===== src/rtl/axis_fsb_bridge.sv =====
// Bridge between a 128-bit AXI-Stream host port and an 80-bit FSB port.
// Each direction is an independent FIFO; malformed host beats are dropped and counted.

module axis_fsb_bridge_fifo #(
  parameter int W     = 80,
  parameter int ELS_P = 4
) (
  input  logic         clk_i,
  input  logic         reset_i,
  input  logic         enq_i,
  input  logic [W-1:0] data_i,
  input  logic         deq_i,
  output logic         full_o,
  output logic         empty_o,
  output logic [W-1:0] data_o
);
  localparam int AW = $clog2(ELS_P);
  localparam logic [AW:0] ONE = {{AW{1'b0}}, 1'b1};

  logic [W-1:0] mem_q [ELS_P];
  logic [AW:0]  wptr_q, wptr_d;
  logic [AW:0]  rptr_q, rptr_d;

  // Wrap bit distinguishes full from empty when the index bits match.
  assign empty_o = (wptr_q == rptr_q);
  assign full_o  = (wptr_q[AW-1:0] == rptr_q[AW-1:0])
                 & (wptr_q[AW] != rptr_q[AW]);
  assign data_o  = mem_q[rptr_q[AW-1:0]];

  assign wptr_d = enq_i ? wptr_q + ONE : wptr_q;
  assign rptr_d = deq_i ? rptr_q + ONE : rptr_q;

  always_ff @(posedge clk_i) begin
    if (reset_i) begin
      wptr_q <= '0;
      rptr_q <= '0;
    end else begin
      wptr_q <= wptr_d;
      rptr_q <= rptr_d;
    end
  end

  always_ff @(posedge clk_i) begin
    if (enq_i) mem_q[wptr_q[AW-1:0]] <= data_i;
  end
endmodule

module axis_fsb_bridge #(
  parameter int ELS_P = 4
) (
  input  logic         clk_i,
  input  logic         reset_i,
  input  logic         s_axis_tvalid_i,
  output logic         s_axis_tready_o,
  input  logic [127:0] s_axis_tdata_i,
  input  logic [15:0]  s_axis_tkeep_i,
  input  logic         s_axis_tlast_i,
  output logic         fsb_v_o,
  output logic [79:0]  fsb_data_o,
  input  logic         fsb_ready_i,
  input  logic         fsb_v_i,
  input  logic [79:0]  fsb_data_i,
  output logic         fsb_ready_o,
  output logic         m_axis_tvalid_o,
  input  logic         m_axis_tready_i,
  output logic [127:0] m_axis_tdata_o,
  output logic [15:0]  m_axis_tkeep_o,
  output logic         m_axis_tlast_o,
  output logic [15:0]  drop_count_o,
  output logic [31:0]  rx_count_o,
  output logic [31:0]  tx_count_o
);
  logic        h_full, h_empty, u_full, u_empty;
  logic [79:0] u_head;
  logic        s_acc, keep_ok, h_enq, h_deq, drop;
  logic        u_enq, u_deq;
  logic [15:0] drop_q, drop_d;
  logic [31:0] rx_q, rx_d, tx_q, tx_d;
  logic        unused_bits;

  assign unused_bits = ^{s_axis_tdata_i[127:80],
                         s_axis_tkeep_i[15:10],
                         s_axis_tlast_i};

  assign s_axis_tready_o = ~reset_i & ~h_full;
  assign s_acc   = s_axis_tvalid_i & s_axis_tready_o;
  assign keep_ok = (s_axis_tkeep_i[9:0] == 10'h3FF);
  assign h_enq   = s_acc & keep_ok;
  assign drop    = s_acc & ~keep_ok;

  assign fsb_v_o = ~reset_i & ~h_empty;
  assign h_deq   = fsb_v_o & fsb_ready_i;

  assign fsb_ready_o = ~reset_i & ~u_full;
  assign u_enq       = fsb_v_i & fsb_ready_o;

  assign m_axis_tvalid_o = ~reset_i & ~u_empty;
  assign u_deq           = m_axis_tvalid_o & m_axis_tready_i;
  assign m_axis_tdata_o  = {48'h0, u_head};
  assign m_axis_tkeep_o  = 16'h03FF;
  assign m_axis_tlast_o  = 1'b1;

  axis_fsb_bridge_fifo #(.W(80), .ELS_P(ELS_P)) u_h2f (
    .clk_i   (clk_i),
    .reset_i (reset_i),
    .enq_i   (h_enq),
    .data_i  (s_axis_tdata_i[79:0]),
    .deq_i   (h_deq),
    .full_o  (h_full),
    .empty_o (h_empty),
    .data_o  (fsb_data_o)
  );

  axis_fsb_bridge_fifo #(.W(80), .ELS_P(ELS_P)) u_f2h (
    .clk_i   (clk_i),
    .reset_i (reset_i),
    .enq_i   (u_enq),
    .data_i  (fsb_data_i),
    .deq_i   (u_deq),
    .full_o  (u_full),
    .empty_o (u_empty),
    .data_o  (u_head)
  );

  // Drop counter sticks at all-ones instead of wrapping.
  assign drop_d = (drop && drop_q != 16'hFFFF) ? drop_q + 16'd1 : drop_q;
  assign rx_d   = h_deq ? rx_q + 32'd1 : rx_q;
  assign tx_d   = u_deq ? tx_q + 32'd1 : tx_q;

  always_ff @(posedge clk_i) begin
    if (reset_i) begin
      drop_q <= '0;
      rx_q   <= '0;
      tx_q   <= '0;
    end else begin
      drop_q <= drop_d;
      rx_q   <= rx_d;
      tx_q   <= tx_d;
    end
  end

  assign drop_count_o = drop_q;
  assign rx_count_o   = rx_q;
  assign tx_count_o   = tx_q;
endmodule


===== config.mk =====
export PLATFORM = sky130hd
export DESIGN_NAME = axis_fsb_bridge
export DESIGN_NICKNAME = d
export VERILOG_FILES = /design/src/rtl/axis_fsb_bridge.sv
export SDC_FILE = /design/constraint.sdc
export NUM_CORES = 1
export LEC_CHECK = 0
export ABC_CLOCK_PERIOD_IN_PS = 4720
export CAP_MARGIN = 0
export CELL_PAD_IN_SITES_DETAIL_PLACEMENT = 1
export CELL_PAD_IN_SITES_GLOBAL_PLACEMENT = 1
export CORE_MARGIN = 1.5
export CORE_UTILIZATION = 44
export DETAILED_ROUTE_END_ITERATION = 6
export PLACE_DENSITY_LB_ADDON = 0.25
export SLEW_MARGIN = 25
export SYNTH_ARGS = -nofsm -noshare
export SYNTH_HDL_FRONTEND = slang
export SYNTH_SLANG_ARGS = --single-unit

===== constraint.sdc =====
create_clock -name clk_i -period 4.72 [get_ports clk_i]
set_clock_uncertainty 0.2 [all_clocks]
set_input_delay 0.708 -clock clk_i [delete_from_list [all_inputs] [get_ports clk_i]]
set_output_delay 0.708 -clock clk_i [all_outputs]
set_load 0.03 [all_outputs]

==> impl_results.md <==
* Period minus WS final at 3.82 ns
* Pin count of the biggest net entering global routing at 60
* Count of input and output buffers at ~420
* Max Buffers Root-to-Sink at 3
* Crit Path Category: flip-flop to output pin
* Post-CTS setup buffers at 0
* Slew Limit Fails at 0
* Cell Area, Synth at ~28,000 sq um
* Internal power at about 0.011 W
* Worst-path fanout max at 20
* CP delay by family, top: buffers and inverters
* Vias in the first global route at about 16,000
* Worst Setup End Kind: output pin
* Register area share after synthesis at about 76%
* WL/cell at 23.6 microns
* Post-route ant nets at 0
* Total GRT Usage at 20.5%
* First-pass GRT wire length at between 90 and 100 mm
* Net Sw Frac at between 20% and 30%
* Hold Path Origin: rx_count_o[31]$_SDFFE_PP0P_
* H-tree levels at 3
* Reg-to-reg startpoint: u_h2f.wptr_q[0]$_SDFFE_PP0P_
* GRT overflow at 0
* Worst-skew pair later-pin latency at about 0.6 ns
* Initial antenna violation count at 8
* PD cells at 390 nW/um^2
* Peak supply drop at 0.243 mV
* Count of final hold-check violations at 0
* Filler cells at around 5,700
* DR DRC count at 0
* Most used flip-flop cell after synthesis: edfxtp_1
* Sequential power share at roughly 52%
* Share of cells above drive strength 1 at between 10% and 20%
* DR vias at ~15,000
* Max frequency at approximately 260 MHz
* Final HPWL DP at around 44 mm
* Vias per cell at between 5 and 6
* Rel. slew slack at between 30% and 40%
* Status: finished clean
* Core Region at ~63,000 sq um
* Die width at about 260 microns
* Number of nets in the layout at around 2,200
* Crit start category: flip-flop
* DRT iter0 DRCs at approximately 660
* Yosys cell types at 46
* Worst endpoint required time at 3.81 ns
* Logic gate share of total power at between 6 and 7%
* Io pins at 540
* Commonest non-fill, non-tap cell in the layout: edfxtp_1
* Final setup fails at 0
* Num rows at between 90 and 100
* TNS Setup at 0 ns
* RePlAce Congestion at slightly below 0.8
* Unrepaired setup endpoints after global routing: false
* Post-Syn Area per Cell at slightly below 20 sq um
* Die area at ~65,000 sq um
* Period utilization at roughly four fifths
* Die height at between 200 and 300 microns
* Final wirelength at 66.5 mm
* Max_cap viols at 0
* Synth Warn # at 0
* Clock root buffer: clkbuf_16
* Area Overhead vs Synth at 27.5%
* Crit-path max cell delay at approximately 0.63 ns
* TritonRoute pass-1 iters at 4
* Post-synth ARST share at 0%
* CTS Hold Bufs at 0
* Net Switching at between 0.003 and 0.004 W
* Worst slew pin tran at ~0.91 ns
* CTS tree: built
* Final hold slack at a little under 0.3 ns
* Starting Density at 44.5%
* Clock-pin slew on the worst setup and hold paths at about 0.060 ns
* Crit path buf inv count at 2
* Clock buffer count from CTS at between 70 and 80
* Post-synth EDFFs at 640
* CP cell instances: buf_4 > mux4_2 > clkdlybuf4s50_1
* Critical Path Slowest Stage Cell: dfxtp_4
* WP data arrival at 2.92 ns
* Clock share of power at a little over two fifths
* Resize count post-CTS at 0
* Commonest cells after routing, fill and taps aside: edfxtp_1 (640), clkdlybuf4s50_1 (418), mux4_2 (160), dfxtp_1 (92), clkbuf_16 (82)
* Seq cells post-synth at ~740
* Leakage at between 10 and 15 nW
* Clock sink total at between 700 and 800
* Hold Crit Class: flip-flop to flip-flop
* Synth Instances at approximately 1,400
## through the flow
stage | total power, W | setup WS [ns] | util (%) | cell area [sq um] | cells
global route | 0.0143 | 0.720 | 56.7 | 35700 | 2817
global placement | 0.00825 | 1.00 | 52.8 | 33300 | 2675
finish | 0.0139 | 0.896 | 56.7 | 35700 | 2818
CTS | 0.0141 | 0.775 | 56.7 | 35700 | 2815
floorplan | 0.00785 | 0.348 | - | 28200 | 1494
detailed placement | 0.00828 | 1.00 | 52.8 | 33300 | 2675
## cells by family (layout without fill, tap and decap cells)
family                     count (synthesis)  in the layout  synth area share [%]
DFF                                      736            736                  75.5
xor gates and xnor gates                  65             65                  2.03
and+or+nand+nor                          244            244                  4.59
muxes                                    166            166                  13.1
buffers and inverters                    144            619                  2.81
AOI/OAI and AO/OA                         61             61                  1.36
adders and majority gates                 13             13                 0.581
other                                      2             68                0.0268
## area by class of cell
cell class	count	area [sq um]	share of cell area, %
antenna	3	7.51	0.0210
clock buffer	99	2140	5.98
clock inverter	41	297	0.831
inverter	19	71.3	0.200
multi-input combinational	614	6330	17.7
sequential	736	21200	59.3
tap	846	1060	2.97
timing repair buffer	460	4650	13.0
## Yosys cell counts (5+ instances only)
library cell / number / area share [%]
inv_1: 19 / 0.25
and3_1: 14 / 0.31
buf_1: 20 / 0.27
xnor2_1: 28 / 0.88
or3_1: 14 / 0.31
xor2_1: 37 / 1.2
ha_1: 13 / 0.58
o21ai_0: 17 / 0.30
nor4_1: 10 / 0.22
edfxtp_1: 640 / 69
clkbuf_1: 39 / 0.52
mux2i_1: 5 / 0.18
and4_1: 12 / 0.38
and2_1: 14 / 0.31
mux4_2: 160 / 13
nand3_1: 23 / 0.41
nand4_1: 34 / 0.76
o21a_1: 5 / 0.13
a21oi_1: 19 / 0.34
nor2_1: 66 / 0.88
buf_4: 65 / 1.7
nand2_1: 35 / 0.47
dfxtp_1: 96 / 6.9
nor3_1: 9 / 0.16
## worst reg2reg max path, cell delays in order, from the launching register on
cell	delay, ns
dfxtp_1	0.47
xnor2_1	0.14
a311o_1	0.47
nor2b_1	0.43
and2_4	0.67
buf_4	0.35
## state kept, by name, summed over array words and instances (netlist names), named ones only
register,count
rx_count_o,32
tx_count_o,32
u_f2h.rptr_q,3
u_f2h.wptr_q,3
u_h2f.wptr_q,3
drop_count_o,16
u_h2f.rptr_q,3
u_h2f.mem_q,320
u_f2h.mem_q,320
## routing by layer
layer	GRT usage, %	part of all wire (%)	vias to the layer above	wire, microns
li1	-	-	6572	-
met1	25.1	39	7658	25900
met2	35.9	53	370	35200
met3	5.00	5.9	99	3940
met4	6.54	2.2	12	1450
met5	0	0.12	-	78
## path summary, 6_finish.rpt
path                            depth (start not counted)  slack [ns]                            to
worst min register to register                          2        0.29   rx_count_o[31]$_SDFFE_PP0P_
worst max-delay path                                    3        0.90                 fsb_data_o[3]
worst min-delay path                                    2        0.29   rx_count_o[31]$_SDFFE_PP0P_
worst max register to register                          5        1.69  u_h2f.mem_q[1][68]$_DFFE_PP_
## power by group through the flow
stage,clock [W],sequential [W],combinational (W)
floorplan,0,0.00732,0.000529
global placement,0,0.00731,0.000940
detailed placement,0,0.00732,0.000960
CTS,0.00595,0.00718,0.000965
global route,0.00616,0.00719,0.00100
finish,0.00580,0.00718,0.000951
Note: power is estimated with default switching activity, not from simulation.
